`config.mk`:
```
export PLATFORM = sky130hd
export DESIGN_NAME = operand_stack
export DESIGN_NICKNAME = d
export VERILOG_FILES = /design/src/rtl/operand_stack_pkg.sv /design/src/rtl/operand_stack_spill_ram.sv /design/src/rtl/operand_stack.sv
export SDC_FILE = /design/constraint.sdc
export NUM_CORES = 2
export LEC_CHECK = 0
export ABC_AREA = 1
export BUFFER_PORTS_ARGS = -buffer_cell sky130_fd_sc_hd__clkbuf_2
export CAP_MARGIN = 20
export CELL_PAD_IN_SITES_DETAIL_PLACEMENT = 2
export CELL_PAD_IN_SITES_GLOBAL_PLACEMENT = 2
export CORE_MARGIN = 4
export CORE_UTILIZATION = 42
export DETAILED_ROUTE_END_ITERATION = 7
export PLACE_DENSITY_LB_ADDON = 0.1
export SYNTH_ARGS = -nofsm -noshare
export SYNTH_HDL_FRONTEND = slang
export SYNTH_SLANG_ARGS = --single-unit
```
`constraint.sdc`:
```
create_clock -name clk -period 18.9 [get_ports clk]
set_input_delay 2.835 -clock clk [delete_from_list [all_inputs] [get_ports clk]]
set_output_delay 2.835 -clock clk [all_outputs]
set_load 0.02 [all_outputs]
```
`src/rtl/operand_stack_pkg.sv`:
```
// rtl/operand_stack_pkg.sv - shared trap/value-type codes for the operand stack
//
// Optional build macro: OPERAND_STACK_TYPE_TAG_EN (adds a 2-bit type tag per entry).

package operand_stack_pkg;

    typedef enum logic [2:0] {
        TRAP_NONE      = 3'd0,
        TRAP_OVERFLOW  = 3'd1,
        TRAP_UNDERFLOW = 3'd2,
        TRAP_TYPE      = 3'd3
    } trap_t;

    typedef enum logic [1:0] {
        TYPE_I32 = 2'd0,
        TYPE_I64 = 2'd1,
        TYPE_F32 = 2'd2,
        TYPE_F64 = 2'd3
    } valtype_t;

    // Extra bits carried by every stored entry (tag sits above the value).
`ifdef OPERAND_STACK_TYPE_TAG_EN
    localparam int TAG_BITS = 2;
`else
    localparam int TAG_BITS = 0;
`endif

endpackage

```
`src/rtl/operand_stack_spill_ram.sv`:
```
// rtl/operand_stack_spill_ram.sv - spill storage for stack entries below the top two
//
// Module stack_spill_ram.
// Ports:
//   clk            write clock
//   wr_en/wr_addr/wr_data   single write port (spill index)
//   rd_addr        asynchronous read address (spill index)
//   rd_data        entry at rd_addr (0 when out of range)
//   rd_data_below  entry at rd_addr-1 (0 when rd_addr is 0 or out of range)
// The read port returns a two-entry window so that a double pop can expose
// two spilled entries in the same cycle. Contents are not reset.

module stack_spill_ram #(
    parameter int ENTRIES = 14,
    parameter int EW      = 64,
    localparam int AW     = (ENTRIES > 1) ? $clog2(ENTRIES) : 1
) (
    input  logic          clk,
    input  logic          wr_en,
    input  logic [AW-1:0] wr_addr,
    input  logic [EW-1:0] wr_data,
    input  logic [AW-1:0] rd_addr,
    output logic [EW-1:0] rd_data,
    output logic [EW-1:0] rd_data_below
);

    localparam logic [AW-1:0] LAST = AW'(ENTRIES - 1);

    logic [EW-1:0] mem [ENTRIES];

    always_ff @(posedge clk) begin
        if (wr_en) begin
            mem[wr_addr] <= wr_data;
        end
    end

    always_comb begin
        rd_data       = '0;
        rd_data_below = '0;
        if (rd_addr <= LAST) begin
            rd_data = mem[rd_addr];
            if (rd_addr != '0) begin
                rd_data_below = mem[rd_addr - AW'(1)];
            end
        end
    end

endmodule

```
`src/rtl/operand_stack.sv`:
```
// rtl/operand_stack.sv - WebAssembly operand stack with top/next registers and RAM spill
//
// Optional build macro: OPERAND_STACK_TYPE_TAG_EN
//   adds push_type, pop_type, type_check inputs and top_type output.
// Ports:
//   clk, reset (async, active-low)
//   push, push_data, pop_count      operation request (pops apply before push)
//   ready                           no trap latched
//   top, next                       top two entries (0 when absent)
//   count, empty, full              occupancy
//   trap                            0 none, 1 overflow, 2 underflow, 3 type mismatch (sticky)
// Storage: stack index i (0 = bottom) lives in top_q when i = count-1, next_q
// when i = count-2, otherwise in spill RAM at spill index i.

module operand_stack
    import operand_stack_pkg::*;
#(
    parameter int WIDTH  = 64,
    parameter int DEPTH  = 16,
    localparam int CW    = $clog2(DEPTH + 1)
) (
    input  logic             clk,
    input  logic             reset,
    input  logic             push,
    input  logic [WIDTH-1:0] push_data,
    input  logic [1:0]       pop_count,
`ifdef OPERAND_STACK_TYPE_TAG_EN
    input  logic [1:0]       push_type,
    input  logic [1:0]       pop_type,
    input  logic             type_check,
    output logic [1:0]       top_type,
`endif
    output logic             ready,
    output logic [WIDTH-1:0] top,
    output logic [WIDTH-1:0] next,
    output logic [CW-1:0]    count,
    output logic             empty,
    output logic             full,
    output logic [2:0]       trap
);

    localparam int EW    = WIDTH + TAG_BITS;
    localparam int RAM_N = (DEPTH > 2) ? DEPTH - 2 : 1;
    localparam int AW    = (RAM_N > 1) ? $clog2(RAM_N) : 1;

    // ---------------------------------------------------------------- state
    logic [CW-1:0] count_q;
    logic [EW-1:0] top_q;
    logic [EW-1:0] next_q;
    trap_t         trap_q;

    // ------------------------------------------------------------- requests
    logic [CW-1:0] pc_w;
    logic          has_op;
    logic          underflow;
    logic          overflow;
    logic          mismatch;
    logic [CW:0]   after;
    logic [EW-1:0] push_entry;

    assign pc_w      = CW'(pop_count);
    assign has_op    = push | (pop_count != 2'd0);
    assign underflow = (pop_count == 2'd3) || (pc_w > count_q);
    // One extra bit so count+push cannot wrap before the DEPTH comparison.
    assign after     = {1'b0, count_q} - {1'b0, pc_w} + (CW+1)'(push);
    assign overflow  = after > (CW+1)'(DEPTH);

`ifdef OPERAND_STACK_TYPE_TAG_EN
    // Only meaningful once underflow is excluded, so both popped entries exist.
    assign mismatch   = type_check && (pop_count != 2'd0) &&
                        ((top_q[EW-1 -: 2] != pop_type) ||
                         ((pop_count == 2'd2) && (next_q[EW-1 -: 2] != pop_type)));
    assign push_entry = {push_type, push_data};
    assign top_type   = top_q[EW-1 -: 2];
`else
    assign mismatch   = 1'b0;
    assign push_entry = push_data;
`endif

    // ------------------------------------------------------ accept / trap
    trap_t trap_d;
    logic  commit;

    always_comb begin
        trap_d = trap_q;
        commit = 1'b0;
        if ((trap_q == TRAP_NONE) && has_op) begin
            if (underflow) begin
                trap_d = TRAP_UNDERFLOW;
            end else if (mismatch) begin
                trap_d = TRAP_TYPE;
            end else if (overflow) begin
                trap_d = TRAP_OVERFLOW;
            end else begin
                commit = 1'b1;
            end
        end
    end

    // ------------------------------------------------------------ spill RAM
    logic          deep_ok;
    logic [AW-1:0] rd_addr;
    logic [EW-1:0] spill_hi;
    logic [EW-1:0] spill_lo;
    logic          wr_en;
    logic [AW-1:0] wr_addr;

    // Spill window starts at the highest spilled entry (stack index count-3).
    assign deep_ok = count_q >= CW'(3);
    assign rd_addr = AW'(count_q - CW'(3));

    // Only a push without pops moves an entry into RAM: next_q sinks to
    // index count-2. With pops first, the entry below the new next already
    // sits at its spill index.
    assign wr_en   = commit && push && (pop_count == 2'd0) && (count_q >= CW'(2));
    assign wr_addr = AW'(count_q - CW'(2));

    stack_spill_ram #(
        .ENTRIES (RAM_N),
        .EW      (EW)
    ) u_spill (
        .clk           (clk),
        .wr_en         (wr_en),
        .wr_addr       (wr_addr),
        .wr_data       (next_q),
        .rd_addr       (rd_addr),
        .rd_data       (spill_hi),
        .rd_data_below (spill_lo)
    );

    // ------------------------------------------------------------ datapath
    logic [EW-1:0] pop_t;   // top after pops, before push
    logic [EW-1:0] pop_u;   // next after pops, before push
    logic [EW-1:0] top_d;
    logic [EW-1:0] next_d;

    always_comb begin
        pop_t = top_q;
        pop_u = next_q;
        case (pop_count)
            2'd1: begin
                pop_t = next_q;
                pop_u = deep_ok ? spill_hi : '0;
            end
            2'd2: begin
                pop_t = deep_ok ? spill_hi : '0;
                pop_u = deep_ok ? spill_lo : '0;
            end
            default: begin
            end
        endcase
        if (push) begin
            top_d  = push_entry;
            next_d = pop_t;
        end else begin
            top_d  = pop_t;
            next_d = pop_u;
        end
    end

    always_ff @(posedge clk or negedge reset) begin
        if (!reset) begin
            count_q <= '0;
            top_q   <= '0;
            next_q  <= '0;
            trap_q  <= TRAP_NONE;
        end else begin
            trap_q <= trap_d;
            if (commit) begin
                count_q <= after[CW-1:0];
                top_q   <= top_d;
                next_q  <= next_d;
            end
        end
    end

    // -------------------------------------------------------------- outputs
    assign ready = (trap_q == TRAP_NONE);
    assign top   = top_q[WIDTH-1:0];
    assign next  = next_q[WIDTH-1:0];
    assign count = count_q;
    assign empty = (count_q == '0);
    assign full  = (count_q == CW'(DEPTH));
    assign trap  = trap_q;

endmodule

```
### Yosys cells after proc, flatten, opt, wreduce, memory -nomap -nowiden

Memory sizes are Yosys's and may differ from the RTL's.
Cells that the tools add are included.

| cells by class | value |
|---|---|
| multiplexer cells | 16 |
| add/sub/neg operators | 5 |
| reductions and logical operators | 14 |
| div/mod/pow operators | 0 |
| bitwise logic cells | 1 |
| shift-type cells | 0 |
| multipliers | 0 |
| equality and inequality tests | 4 |
| magnitude comparators | 5 |

Operator list:

| operator | number |
|---|---|
| $mux W64 | 7 |
| $pmux W64 S2 | 2 |
| $ge A5 B2 Y1 const B | 2 |
| $sub A4 B2 Y4 const B | 2 |
| $add A6 B1 Y6 | 1 |
| $gt A6 B5 Y1 const B | 1 |
| $mux W3 | 2 |
| $sub A5 B2 Y6 | 1 |
| $eq A5 B5 Y1 const B | 1 |
| $gt A2 B5 Y1 | 1 |
| $logic_not A5 Y1 | 1 |
| $mux W1 | 5 |
| $eq A2 B2 Y1 const B | 2 |
| $le A4 B4 Y1 const B | 1 |
| $logic_and A1 B1 Y1 | 4 |
| $reduce_and A2 Y1 | 2 |
| $reduce_bool A2 Y1 | 2 |
| $reduce_bool A4 Y1 | 1 |
| $sub A4 B1 Y4 const B | 1 |
| $logic_not A3 Y1 | 1 |
| $reduce_bool A3 Y1 | 1 |
| $eq A2 B1 Y1 const B | 1 |
| $logic_not A2 Y1 | 1 |
| $logic_or A1 B1 Y1 | 1 |
| $or A1 B1 Y1 | 1 |

| word-level totals | value |
|---|---|
| output and inout port bits | 139 |
| memories kept | 1 |
| word-level logic and storage cells | 50 |
| input bits | 69 |
| bits in read-only memories | 0 |
| memory bits (writable) | 896 |
| register bits after elaboration | 136 |
| bits in latches | 0 |

Memories:

| memory | words | width | read ports | clocked after memory_dff | wr ports | line | source |
|---|---|---|---|---|---|---|---|
| u_spill.mem | 14 | 64 | 2 | 0 | 1 | operand_stack_spill_ram.sv:29 | `logic [EW-1:0] mem [ENTRIES];` |

### Longest topological paths before layout

| depth | value |
|---|---|
| depth in word-level cells | 11 |
| gate-level depth with buffers | 23 |
| depth with buffers taken out | 17 |

### Modules after synthesis

From an unflattened synthesis, not the netlist that was laid out.

| unflattened totals | value |
|---|---|
| cell total of the unflattened synthesis | 7473 |
| area total of the unflattened synthesis | 58148.3 µm² |

By module, submodules not included:

| module | area an instance (µm²) | instances | seq. area each (µm²) | cells an instance |
|---|---|---|---|---|
| stack_spill_ram | 47678.2 | 1 | 26905.8 | 5792 |
| operand_stack | 10470.0 | 1 | 3378.2 | 1681 |

### Worst setup path after synthesis

Ideal clock, no wire load.

| timing | value |
|---|---|
| path type | input to register |
| start | input pop_count[0] |
| end | memory u_spill.mem[10][0] (enable) |
| library setup time | 0.565 ns |
| setup slack | 9.087 ns |
| buffers on the path | 1 |
| arrival | 9.249 ns |
| data required time | 18.335 ns |
| cell stages on the path | 15 |
| cells stage by stage | inv_1 ha_1 inv_1 ha_1 inv_1 fa_1 nand3b_1 nand3_1 nand2_1 nand2_1 nand4_2 buf_2 clkinv_1 nand2_1 nor3_1 |

| between the ends | value |
|---|---|
| longest elaborated chain between the ends | 11 |
| elaborated cells on any way between the ends | 18 |
| classes of those cells | 2 x add/sub; 2 x order compare; 1 x eq/ne; 5 x mux; 1 x bitwise; 7 x reduce/logical |

Ends and longest elaborated chain:

| what | line | source |
|---|---|---|
| start, declared | operand_stack.sv:26 | `input logic [1:0] pop_count,` |
| $sub A5 B2 Y6 | operand_stack.sv:65 | `assign after = {1'b0, count_q} - {1'b0, pc_w} + (CW+1)'(push);` |
| $add A6 B1 Y6 | operand_stack.sv:65 |  |
| $gt A6 B5 Y1 | operand_stack.sv:66 | `assign overflow = after > (CW+1)'(DEPTH);` |
| $mux W1 | operand_stack.sv:92 | `end else if (overflow) begin` |
| $mux W1 | operand_stack.sv:88 | `if (underflow) begin` |
| $mux W1 | operand_stack.sv:87 | `if ((trap_q == TRAP_NONE) && has_op) begin` |
| $logic_and A1 B1 Y1 | operand_stack.sv:115 | `assign wr_en = commit && push && (pop_count == 2'd0) && (count_q >= CW'(2));` |
| $logic_and A1 B1 Y1 * (2 in a row) | operand_stack.sv:115 |  |
| $mux W1 * | operand_stack_spill_ram.sv:32 | `if (wr_en) begin` |
| $mux W1 (implied by the code) * | operand_stack_spill_ram.sv:33 | `mem[wr_addr] <= wr_data;` |
| end, declared | operand_stack_spill_ram.sv:29 |  |

Every way passes the cells marked *; elsewhere a longest branch is shown, timed or not.

### Final worst setup path

| timing | value |
|---|---|
| start | input pop_count[0] |
| end | memory u_spill.mem[12][17] (enable) |

Same word-level chain as after synthesis.

==> impl_results.md <==
- Crit path kind: input port to flip-flop
- Net Switching: approximately 1.1 mW
- Syn Area/Cell: roughly 8.3 um2
- Worst skew pair latency: around 0.75 ns
- Crit path cell chain: clkbuf_2, inv_1, ha_1, inv_1, ha_1, inv_1, fa_1, nand3b_1, nand3_1, nand2_1, nand2_1, nand4_4, clkinv_1, nand3_1, nor2_4, buf_4
- Pwr dens: 81.71 nW/um2
- WP buf/inv: 6
- Seq cells post-synth: 1031
- Crit-path max cell delay: 0.89 ns
- Core area: about 130000 um2
- Top-count cell post-synth: nand2_1
- Fin nets: 6571
- CTS Hold Bufs: 0
- Post-synthesis cell count: 6453
- Clock power frac: about 47%
- Initial antenna violation count: 3
- HPWL reported at the end of detailed placement: between 100000 and 150000 um
- CP top delay family: simple AND/OR/NAND/NOR gates
- Resize count post-CTS: 0
- Setup crit start: pop_count[0]
- Combinational share of power: between 2 and 3%
- Critical Path AT: 7.32 ns
- DIE HEIGHT: approximately 370 um
- Fraction of registers with async set/reset: 13.09%
- GR Util All Layers: 35.24%
- CTS tree: yes
- Simple-Gate Fraction of Synth Area: 29.78%
- Slew Limit Fails: 0
- Most area-consuming cells after synthesis: edfxtp_1 (50%), nand2_1 (11%), nor2_1 (9.2%)
- # fillers: 14160
- WL final: 242000 um
- I/O pins: 208
- Sw Share: between 20% and 30%
- Avg Vias per Cell: 6.041
- Final hold vios: 0
- Clock tree sinks: roughly 1000
- Worst setup path endpoint: u_spill.mem[12][17]
- Seq/Total Area, Yosys: 56.24%
- Fmax: 143.4 MHz
- CTS clk-pin slew, worst paths: 0.06 ns
- TNS Setup: 0 ns
- Die ar.: approximately 130000 um2
- Relative slew margins: between 10% and 20%
- Status: finished clean
- Place WS: 11.23 ns
- Number of cell rows: 131
- Clock Tree Buf Depth: 3
- Largest family of logic cells by synthesized area: simple AND/OR/NAND/NOR gates
- CP Capture Type: flip-flop
- Unrepaired setup endpoints after global routing: no
- Reg2Reg Depth: 15
- # Post-CTS Setup Buffers: 0
- Netlist cell types: 39
- Clock Root Buffer: clkbuf_16
- Yosys top cell by area: edfxtp_1
- Sequential Power Share: 49.9%
- Initial drt markers: 4594
- Synth top cells by count: nand2_1 (1530), nor2_1 (1316), edfxtp_1 (896)
- Starting density of the core: 42.22%
- Share of cells above drive strength 1: about a tenth
- # diodes: 0
- Adder-cell share of the synthesized area: 0.5716%
- Leakage: around 26 nW
- DRC Markers: 0
- Xor-xnor portion of the synthesized cell area: 0.01627%
- Routed wire length per instance: 29.36 um
- Die outline width: around 370 um
- Via count: 49780
- Peak supply drop: roughly 0.069 mV
- DRT Pass-1 Iters: 5
- Number of max-cap violations: 0
- Gr ovfl total: 0
- Synth Net Count: 6546
- Least-Margin Pin Slew: 1.219 ns
- # H-tree levels: 3
- Pin count of the biggest net entering global routing: 166
- Hold crit path type: flip-flop to flip-flop
- Port buffer count: 206
- Final setup margin: 11.93 ns
- Post-synth top area share: 49.97%
- First-pass GRT wire length: 357500 um
- Worst EP required: approximately 19 ns
- Reg2Reg Setup Slack: 12.94 ns
- Max Fanout on Critical Path: 44
- Post-synthesis mux area share: 0%
- Clk_skew: 0.02542 ns
- Cts bufs inserted: 117
- Vias in the first global route: 54820
- Post-DRT Antenna Nets: 0
- Area grow syn2layout: 11.26%
- Crit path depth: 16
- Startpoint Class: input port
- Cell Area, Synth: 53840 um2
- Internal power component: 3.787 mW
- Routability cong.: 0.8084
- Ys flop type: edfxtp_1
- Setup-failing EPs final: 0
- Compound-Gate Fraction of Synth Area: under 10%
- Most common cell on crit path: inv_1
- Number of enable flip-flop cells after synthesis: 896
- Critical path's slowest cell: buf_4
- Crit share post-route: 36.89%
- RR Endpoint: next[61]
- Minimum clock period: 6.973 ns
- Yosys warns: 0
- Worst reg2reg path startpoint: count[0]
[power groups by stage]
stage | Combinational (mW) | Sequential [mW] | Clock, mW
global placement | 0.132 | 2.49 | 0
detailed placement | 0.135 | 2.49 | 0
floorplan | 0.0660 | 2.49 | 0
finish | 0.137 | 2.44 | 2.31
CTS | 0.137 | 2.44 | 2.34
global route | 0.148 | 2.44 | 2.43
[cells by family (layout without fill, tap and decap cells)]
| logic type | Yosys count | after routing |
|---|---|---|
| AO/OA/AOI/OAI | 558 | 558 |
| adder cells (fa/ha/maj) | 24 | 24 |
| XOR/XNOR | 1 | 1 |
| AND/OR/NAND/NOR | 3862 | 3862 |
| buffers and inverters | 976 | 1101 |
| other | 1 | 1 |
| flip-flops | 1031 | 1031 |
[per-layer routing]
metal  track usage, %  wire length (um)  part of all wire (%)
met4            12.65              8864                   3.7
met5                0                23                0.0095
met2            60.41            116700                    48
met3            5.007             16930                   7.0
met1            45.61             99420                    41
[through the flow]
| step | util [%] | power [mW] | instance area, um2 | hold WS (ns) | std cells |
|---|---|---|---|---|---|
| 3_5_place_dp | 44.00 | 2.626 | 56110 | 0.4932 | 8020 |
| 3_3_place_gp | 44.00 | 2.623 | 56110 | 0.4836 | 8020 |
| 6_report | 46.98 | 4.895 | 59910 | 0.5036 | 8240 |
| 5_1_grt | 46.98 | 5.024 | 59910 | 0.5343 | 8240 |
| 4_1_cts | 46.96 | 4.915 | 59880 | 0.5076 | 8239 |
| 2_1_floorplan | - | 2.558 | 53840 | 0.6025 | 6453 |
[flip-flops by register name, summed over array words and instances, names as in the netlist]
name         flops
count            5
next            64
top             64
trap             2
u_spill.mem    896
[worst min path at each step]
stage,startpoint,endpoint,slack [ns],cells past startpoint
after floorplan,top[10],top[10],0.60,2
after global placement,top[8],top[8],0.48,2
after detailed placement,top[33],top[33],0.49,2
after global routing,top[63],top[63],0.53,2
final,top[45],top[45],0.50,2
after CTS,top[33],top[33],0.51,2
[worst reg2reg max path, stage by stage (launching register included)]
cell	delay, ns
dfrtp_4	0.91
clkinv_8	0.58
ha_4	0.87
buf_4	0.58
nand2_4	0.76
buf_4	0.66
nor2_1	0.23
nor2_1	0.06
nand3_1	0.07
nand3_1	0.11
nand3_1	0.14
nand2_1	0.21
nand2_1	0.32
nand2_1	0.15
nand3_1	0.13
nand2_1	0.07
[area by class of cell]
| type | instances | area [um2] | share of cell area (%) |
|---|---|---|---|
| Sequential cell | 1031 | 30290 | 50.57 |
| Clock buffer | 150 | 3164 | 5.282 |
| Tap cell | 1662 | 2079 | 3.471 |
| Clock inverter | 69 | 604.3 | 1.009 |
| Inverter | 581 | 2218 | 3.703 |
| Multi-Input combinational cell | 4446 | 19740 | 32.96 |
| Timing Repair Buffer | 301 | 1805 | 3.014 |
[placed cells by master, fill, tap and decap left out, drive strengths merged, types with 97 or more instances in the layout]
master,instances
dfrtp,135
inv,583
o21ai,120
or2,117
nand2,1538
nand3,820
edfxtp,896
buf,97
a21oi,293
nor2,1320
clkbuf,354
No activity file was read; power rests on OpenSTA's default activity.
